[src/rtl/ic_closest_hit_if.sv]
// Stream bundle between the intersection pipeline, the closest-hit reducer and the shader side.
// master = producer/consumer environment, slave = ic_closest_hit.
interface ic_closest_hit_if;
  logic        in_valid;
  logic [31:0] in_sid;
  logic [31:0] in_t;
  logic        in_hit;
  logic [95:0] in_point;
  logic [95:0] in_norm;
  logic        in_last;

  logic        out_valid;
  logic        out_ready;
  logic [31:0] out_sid;
  logic [31:0] out_t;
  logic        out_hit;
  logic [95:0] out_point;
  logic [95:0] out_norm;

  modport master (
    output in_valid, in_sid, in_t, in_hit, in_point, in_norm, in_last,
    output out_ready,
    input  out_valid, out_sid, out_t, out_hit, out_point, out_norm
  );

  modport slave (
    input  in_valid, in_sid, in_t, in_hit, in_point, in_norm, in_last,
    input  out_ready,
    output out_valid, out_sid, out_t, out_hit, out_point, out_norm
  );
endinterface

[src/rtl/ic_closest_hit.sv]
// Reduces the per-triangle results of each ray to the nearest valid hit and queues one result per ray.
// Optional build macro IC_CLOSEST_HIT_STATS_EN adds ray_count / hit_count statistics outputs.
module ic_closest_hit #(
  parameter int OUT_DEPTH = 4
) (
  input  logic              clk,
  input  logic              rst,
  ic_closest_hit_if.slave   bus,
  output logic              overflow,
`ifdef IC_CLOSEST_HIT_STATS_EN
  output logic              busy,
  output logic [31:0]       ray_count,
  output logic [31:0]       hit_count
`else
  output logic              busy
`endif
);

  localparam int AW = $clog2(OUT_DEPTH);
  localparam int CW = AW + 1;

  typedef struct packed {
    logic [31:0] sid;
    logic [31:0] t;
    logic        hit;
    logic [95:0] point;
    logic [95:0] norm;
  } result_t;

  localparam result_t MISS = {32'hFFFF_FFFF, 32'h7F80_0000, 1'b0, 96'd0, 96'd0};

  typedef enum logic {
    S_IDLE  = 1'b0,
    S_ACCUM = 1'b1
  } state_t;

  state_t  r_state;
  logic    r_busy;
  result_t r_best;

  result_t r_mem [OUT_DEPTH];
  result_t r_head;
  logic [AW-1:0] r_wr_ptr;
  logic [AW-1:0] r_rd_ptr;
  logic [CW-1:0] r_count;
  logic          r_out_valid;
  logic          r_overflow;

  logic    w_qual;
  logic    w_closer;
  result_t w_base;
  result_t w_sample;
  result_t w_fold;
  logic    w_push;
  logic    w_pop;
  logic    w_full;
  logic    w_push_ok;
  logic [CW-1:0] w_count_next;

  // Only strictly positive finite t (denormals included) is a candidate.
  assign w_qual = bus.in_hit && !bus.in_t[31] && (bus.in_t[30:0] != 31'd0) &&
                  (bus.in_t[30:23] != 8'hFF);

  assign w_base   = (r_state == S_ACCUM) ? r_best : MISS;
  assign w_sample = {bus.in_sid, bus.in_t, 1'b1, bus.in_point, bus.in_norm};

  // Positive IEEE floats order like their magnitude bits; strict compare keeps the earlier triangle on ties.
  assign w_closer = w_qual && (!w_base.hit || (bus.in_t[30:0] < w_base.t[30:0]));
  assign w_fold   = w_closer ? w_sample : w_base;

  assign w_push       = bus.in_valid && bus.in_last;
  assign w_pop        = r_out_valid && bus.out_ready;
  assign w_full       = (r_count == CW'(OUT_DEPTH));
  assign w_push_ok    = w_push && (!w_full || w_pop);
  assign w_count_next = r_count + CW'(w_push_ok) - CW'(w_pop);

  always_ff @(posedge clk) begin
    if (rst) begin
      r_state <= S_IDLE;
      r_busy  <= 1'b0;
      r_best  <= '0;
    end else if (bus.in_valid) begin
      if (bus.in_last) begin
        r_state <= S_IDLE;
        r_busy  <= 1'b0;
        r_best  <= '0;
      end else begin
        r_state <= S_ACCUM;
        r_busy  <= 1'b1;
        r_best  <= w_fold;
      end
    end
  end

  always_ff @(posedge clk) begin
    if (w_push_ok) begin
      r_mem[r_wr_ptr] <= w_fold;
    end
  end

  // The head register mirrors mem[rd_ptr]; it is refilled from the push data or the next stored entry.
  always_ff @(posedge clk) begin
    if (rst) begin
      r_wr_ptr    <= '0;
      r_rd_ptr    <= '0;
      r_count     <= '0;
      r_out_valid <= 1'b0;
      r_overflow  <= 1'b0;
      r_head      <= '0;
    end else begin
      if (w_push_ok) begin
        r_wr_ptr <= r_wr_ptr + AW'(1);
      end
      if (w_pop) begin
        r_rd_ptr <= r_rd_ptr + AW'(1);
      end
      if (w_push && !w_push_ok) begin
        r_overflow <= 1'b1;
      end
      r_count     <= w_count_next;
      r_out_valid <= (w_count_next != '0);
      if (w_push_ok && ((r_count == '0) || (w_pop && (r_count == CW'(1))))) begin
        r_head <= w_fold;
      end else if (w_pop && (r_count > CW'(1))) begin
        r_head <= r_mem[r_rd_ptr + AW'(1)];
      end
    end
  end

`ifdef IC_CLOSEST_HIT_STATS_EN
  logic [31:0] r_ray_count;
  logic [31:0] r_hit_count;

  always_ff @(posedge clk) begin
    if (rst) begin
      r_ray_count <= '0;
      r_hit_count <= '0;
    end else if (w_push) begin
      r_ray_count <= r_ray_count + 32'd1;
      if (w_fold.hit) begin
        r_hit_count <= r_hit_count + 32'd1;
      end
    end
  end

  assign ray_count = r_ray_count;
  assign hit_count = r_hit_count;
`endif

  assign bus.out_valid = r_out_valid;
  assign bus.out_sid   = r_head.sid;
  assign bus.out_t     = r_head.t;
  assign bus.out_hit   = r_head.hit;
  assign bus.out_point = r_head.point;
  assign bus.out_norm  = r_head.norm;
  assign overflow      = r_overflow;
  assign busy          = r_busy;

endmodule

[src/flat_wrapper.sv]
// flat-port wrapper written by rule: the top's interface ports become plain ports
module ic_closest_hit_flat 
#(
  parameter int OUT_DEPTH = 4
)
  (clk, rst, overflow, busy, bus_in_valid, bus_in_sid, bus_in_t, bus_in_hit, bus_in_point, bus_in_norm, bus_in_last, bus_out_ready, bus_out_valid, bus_out_sid, bus_out_t, bus_out_hit, bus_out_point, bus_out_norm);
  ic_closest_hit_if bus_i ();
  input  logic clk;
  input  logic rst;
  output logic overflow;
  output logic busy;
  input wire logic [$bits(bus_i.in_valid)-1:0] bus_in_valid;
  input wire logic [$bits(bus_i.in_sid)-1:0] bus_in_sid;
  input wire logic [$bits(bus_i.in_t)-1:0] bus_in_t;
  input wire logic [$bits(bus_i.in_hit)-1:0] bus_in_hit;
  input wire logic [$bits(bus_i.in_point)-1:0] bus_in_point;
  input wire logic [$bits(bus_i.in_norm)-1:0] bus_in_norm;
  input wire logic [$bits(bus_i.in_last)-1:0] bus_in_last;
  input wire logic [$bits(bus_i.out_ready)-1:0] bus_out_ready;
  output wire logic [$bits(bus_i.out_valid)-1:0] bus_out_valid;
  output wire logic [$bits(bus_i.out_sid)-1:0] bus_out_sid;
  output wire logic [$bits(bus_i.out_t)-1:0] bus_out_t;
  output wire logic [$bits(bus_i.out_hit)-1:0] bus_out_hit;
  output wire logic [$bits(bus_i.out_point)-1:0] bus_out_point;
  output wire logic [$bits(bus_i.out_norm)-1:0] bus_out_norm;
  assign bus_i.in_valid = bus_in_valid;
  assign bus_i.in_sid = bus_in_sid;
  assign bus_i.in_t = bus_in_t;
  assign bus_i.in_hit = bus_in_hit;
  assign bus_i.in_point = bus_in_point;
  assign bus_i.in_norm = bus_in_norm;
  assign bus_i.in_last = bus_in_last;
  assign bus_i.out_ready = bus_out_ready;
  assign bus_out_valid = bus_i.out_valid;
  assign bus_out_sid = bus_i.out_sid;
  assign bus_out_t = bus_i.out_t;
  assign bus_out_hit = bus_i.out_hit;
  assign bus_out_point = bus_i.out_point;
  assign bus_out_norm = bus_i.out_norm;
  ic_closest_hit #(.OUT_DEPTH(OUT_DEPTH)) u_core (.clk(clk), .rst(rst), .bus(bus_i), .overflow(overflow), .busy(busy));
endmodule
[config.mk]
export PLATFORM = sky130hd
export DESIGN_NAME = ic_closest_hit_flat
export DESIGN_NICKNAME = d
export VERILOG_FILES = /design/src/rtl/ic_closest_hit_if.sv /design/src/rtl/ic_closest_hit.sv /design/src/flat_wrapper.sv
export SDC_FILE = /design/constraint.sdc
export NUM_CORES = 2
export LEC_CHECK = 0
export BUFFER_PORTS_ARGS = -buffer_cell sky130_fd_sc_hd__buf_2
export CORE_UTILIZATION = 54
export CTS_CLUSTER_DIAMETER = 40
export DETAILED_ROUTE_END_ITERATION = 16
export PLACE_DENSITY_LB_ADDON = 0.08
export SYNTH_ARGS = -nofsm -noshare
export SYNTH_HDL_FRONTEND = slang
export SYNTH_SLANG_ARGS = --single-unit
export TNS_END_PERCENT = 10
[constraint.sdc]
create_clock -name clk -period 7.2 [get_ports clk]
set_input_delay 0.36 -clock clk [delete_from_list [all_inputs] [get_ports clk]]
set_output_delay 0.36 -clock clk [all_outputs]
set_load 0.02 [all_outputs]
Word level (Yosys, flattened, before mapping)
Memories as Yosys holds them, arrays and structs flattened.
Cells that the tools add are included.
- register bits after elaboration: 524
- latch bits: 0
- RAM bits: 1028
- ROM bits: 0
- logic and storage cells: 56
- memories kept: 1
- $add $sub $neg: 4
- multiply operators: 0
- divide/modulo/power cells: 0
- magnitude comparators: 2
- eq/ne operators: 3
- shift-type cells: 0
- multiplexer cells: 8
- bitwise logic cells: 0
- reductions and logical operators: 22
- memories (name ; words ; bits a word ; rd ports ; clocked after Yosys merged registers in ; wr ports ; RTL line ; source):
    u_core.r_mem ; 4 ; 257 ; 1 ; 0 ; 1 ; ic_closest_hit.sv:41 ; result_t r_mem [OUT_DEPTH];
- operators with widths (kind ; count):
    $mux W257 ; 5
    $lt A31 B31 Y1 ; 1
    $reduce_bool A31 Y1 ; 1
    $logic_and A1 B1 Y1 ; 11
    $ne A8 B8 Y1 const B ; 1
    $add A2 B1 Y2 const B ; 2
    $logic_not A1 Y1 ; 4
    $add A3 B1 Y3 ; 1
    $eq A3 B1 Y1 const B ; 1
    $eq A3 B3 Y1 const B ; 1
    $gt A3 B1 Y1 const B ; 1
    $logic_not A3 Y1 ; 1
    $logic_or A1 B1 Y1 ; 3
    $mux W1 ; 3
    $reduce_bool A3 Y1 ; 1
    $sub A3 B1 Y3 ; 1
    $reduce_bool A2 Y1 ; 1

Longest topological paths before layout
- depth after elaboration: 7
- mapped depth: 14

Worst setup path after synthesis
OpenSTA, ideal clock, no wires.
- path kind: register to register
- start: register u_core.r_out_valid (netlist: u_core.bus.out_valid)
- end: memory u_core.r_mem[1][0] (netlist bit), enable pin
- arrival: 6961 ps
- data required time: 6549 ps
- setup slack: -411 ps
- cell stages (with the launch flop): 6
- path buffers: 0
- clock period less this slack: 7611 ps
- path through: dfxtp_1 nand2_1 inv_1 nor4_1 nor2_1 and2_1
- word-level cells in the longest chain between the ends: 5
- RTL lines (item ; RTL line ; source):
    start: declaration ; ic_closest_hit.sv:46 ; logic r_out_valid;
    start signal: assignment ; ic_closest_hit.sv:121 ; r_out_valid <= (w_count_next != '0);
    $logic_and A1 B1 Y1 ; ic_closest_hit.sv:72 ; assign w_pop = r_out_valid && bus.out_ready;
    named net u_core.w_pop ; ic_closest_hit.sv:55 ; logic w_pop;
    $logic_or A1 B1 Y1 ; ic_closest_hit.sv:74 ; assign w_push_ok = w_push && (!w_full || w_pop);
    $logic_and A1 B1 Y1 ; ic_closest_hit.sv:74 ;
    named net u_core.w_push_ok ; ic_closest_hit.sv:57 ; logic w_push_ok;
    $mux W1 ; ic_closest_hit.sv:96 ; if (w_push_ok) begin
    $mux W1 (implied by the code) ; ic_closest_hit.sv:97 ; r_mem[r_wr_ptr] <= w_fold;
    end: declaration ; ic_closest_hit.sv:41 ;
The timed path passes the listed nets, and every way through them passes these cells.

==> flow_summary.yaml <==
pwr:
  p_seq_frac: 0.434
  power.internal_w: 0.0177
  p_clk_frac: 0.394
  p_comb_frac: 0.172
  power_switching_w: 0.00681
  p_leak_nw: 26.2
  pwr_density_cell_nw_per_um2: 335
  switching_share: 0.278
  ir_drop_v: 0.000268
grt:
  track_usage: 0.275
  grt_max_degree: 164
  grt-ovfl-total: 0
  grt_pass1_wl_um: 235000
  grt_pass1_vias: 38400
  antenna_found_initial: 21
logic_synthesis:
  yosys.area.top_type_share: 0.511
  syn_area_per_cell_um2: 15.1
  synth_area_leader_cell: "edfxtp_1"
  syn_inst: 4001
  yosys-top-cells-area: "edfxtp_1, dfxtp_1, mux4_2, a22o_1, nand2_1"
  synthesis.nets: 4302
  yosysWarnings: 0
  yosysMostFrequentCell: "edfxtp_1"
  synth-seq-cells: 1552
  synth_cell_types: 51
  synth_edf_count: 1028
  ys_top_cells_by_count: "edfxtp_1, nand2_1, dfxtp_1, a22o_1, mux4_2"
  ys_seq_area_frac: 0.685
  synth_area_um2: 60400
  synthArstFlopShare: 0
  ys.flop_type: "edfxtp_1"
floorplanning:
  die_x_um: 336
  core_area_um2: 111000
  start_util: 0.545
  die_h_um: 336
  io_pins: 522
  fp.dieArea_um2: 113000
  rows: 122
drt:
  first_iter_violations: 3097
  drt_wl_total_um: 156000
  routed-via-count: 38300
  wl_per_cell_um: 24.6
  ant_nets: 0
  drt-vias-per-instance: 6.04
  drtPass1Iterations: 7
  remaining_drc_errors: 0
hold_path:
  hold_class: "in2reg"
  min_path_cells: 2
timing:
  maxSlewViolCount: 0
  maxSlewHeadroom: 0.208
  finalCritPeriodShare: 0.624
  worst_pin_slew_ps: 1190
  fin_tns_setup_ps: 0
  fmax_mhz: 223
  hold_viol_final: 0
  rsz0062_at_grt: "no"
  clock_skew_ps: 29.6
  fin_hold_ws_ps: 53.6
  finalSetupViolations: 0
  fin_crit_ps: 4490
final_layout:
  drive_above_1_share: 0.245
  post-route-util: 0.660
  num-fill-cells: 7902
  final_cells: 6341
  area_delta_synth_final_pct: 21.0
  nets: 4979
critical_path:
  crit_fanout: 66
  crit_path_end_kind: "flip-flop"
  crit_required_ps: 7900
  worstRegToRegCells: 12
  startpoint_type: "flip-flop"
  crit_type: "reg2reg"
  arrival_ps: 5200
  r2r_setup_slack_ps: 2710
cts:
  clk_path_buf_depth: 3
  cts.clk_slew.worst_paths_ps: 60
  cts_made_buffers: 185
  cts_resized: 0
  clock-sinks: 1552
  cts_tree: "yes"
  cts_htree_levels: 4
  cts_setup_buffers: 0
  cts_root_buf: "clkbuf_16"
  clk_latency_ps: 770
flow_run:
  maxCapViolCount: 0
placement:
  dp.cells: 5739
  port_buffers: 521
  gp_congestion: 0.815
  place_hpwl_um: 82100
status:
  outcome: "complete, no violations"
registers in the layout, summed over array words and instances (netlist names):
name and flops:
u_core.overflow 1, u_core.bus.out_valid 1, u_core.bus.out_sid 32, u_core.bus.out_hit 1
u_core.r_mem 1028, u_core.busy 1, u_core.r_count 3, u_core.bus.out_point 96
u_core.r_wr_ptr 2, u_core.bus.out_norm 96, u_core.bus.out_t 32, u_core.r_best 257
u_core.r_rd_ptr 2
per-layer routing:
metal  wire, um  GRT usage
met1      65100      0.367
met2      75500      0.453
met3      11000     0.0568
met4       4290     0.0896
met5        153          0
cells in the final DEF (no fill, tap or decap), types with 21 or more instances in the layout:
master and instances:
mux2i_1 30, a21oi_1 32, o221ai_1 33, buf_2 520
edfxtp_1 1028, a31oi_1 237, dfxtp_1 522, ha_1 38
clkbuf_1 33, o21ai_0 30, nand2_1 634, buf_4 35
o221a_1 30, a31o_2 23, bufinv_16 24, mux4_2 257
a22o_1 393, o21a_1 200, nor2_1 24, inv_1 62
inv_6 23, o22a_1 32, clkinv_2 21, clkbuf_16 192
dlygate4sd3_1 240
power groups by stage:
stage / combinational (W) / clock (W) / sequential, W
6_report: 0.00421 / 0.00967 / 0.0106
5_1_grt: 0.00453 / 0.0102 / 0.0107
4_1_cts: 0.00424 / 0.00980 / 0.0106
3_5_place_dp: 0.00411 / 0 / 0.0108
3_3_place_gp: 0.00407 / 0 / 0.0108
2_1_floorplan: 0.00219 / 0 / 0.0113
cells by family (layout without fill, tap and decap cells):
kind of cell | count (synthesis) | after routing | synth area share
AO/OA/AOI/OAI | 1029 | 1029 | 0.133
XOR/XNOR | 4 | 4 | 0.000580
adder cells (fa/ha/maj) | 39 | 39 | 0.00820
buffers and inverters | 385 | 1226 | 0.0272
flip-flops | 1552 | 1552 | 0.685
multiplexers | 287 | 287 | 0.101
other | 0 | 11 | 0
AND/OR/NAND/NOR | 705 | 705 | 0.0457
final timing paths:
| kind | start | to |
|---|---|---|
| setup reg to reg | u_core.busy$_SDFFE_PP0P_ | u_core.r_best[156]$_SDFFE_PP0P_ |
| setup / recovery | u_core.busy$_SDFFE_PP0P_ | u_core.r_best[156]$_SDFFE_PP0P_ |
| hold reg to reg | u_core.r_best[213]$_SDFFE_PP0P_ | u_core.r_best[213]$_SDFFE_PP0P_ |
| hold / removal | rst | u_core.r_best[192]$_SDFFE_PP0P_ |
through the flow:
| stage | setup slack [ps] | power, W | instance area (um^2) |
|---|---|---|---|
| 2_1_floorplan | -411 | 0.0134 | 60400 |
| 3_3_place_gp | 2920 | 0.0149 | 64200 |
| 3_5_place_dp | 2820 | 0.0149 | 64200 |
| 4_1_cts | 2800 | 0.0247 | 73100 |
| 5_1_grt | 2570 | 0.0254 | 73100 |
| 6_report | 2710 | 0.0245 | 73100 |
repair_timing:
action,4_1_cts,5_1_grt
setup endpoints to repair,0,0
hold buffers,240,0
hold endpoints to repair,826,0
final cells by class:
class | instances | area (um^2) | share of cell area
sequential | 1552 | 41400 | 0.566
clock inverter | 114 | 1390 | 0.0190
clock buffer | 237 | 5090 | 0.0697
multi-input combinational | 2064 | 17500 | 0.240
tap | 1488 | 1860 | 0.0255
antenna | 11 | 27.5 | 0.000377
inverter | 63 | 236 | 0.00323
timing repair buffer | 812 | 5600 | 0.0766
critical path, cell delays in order, from the launching register on:
cell and delay (ps):
dfxtp_1 340, clkinv_1 250, nor2_1 250, ha_1 160, nand4_1 180, nor4_2 360
nand4_1 180, a2111o_1 530, and3_2 250, o22ai_4 120, buf_4 590, buf_4 840
a22o_1 250
Note: power is estimated with default switching activity, not from simulation.
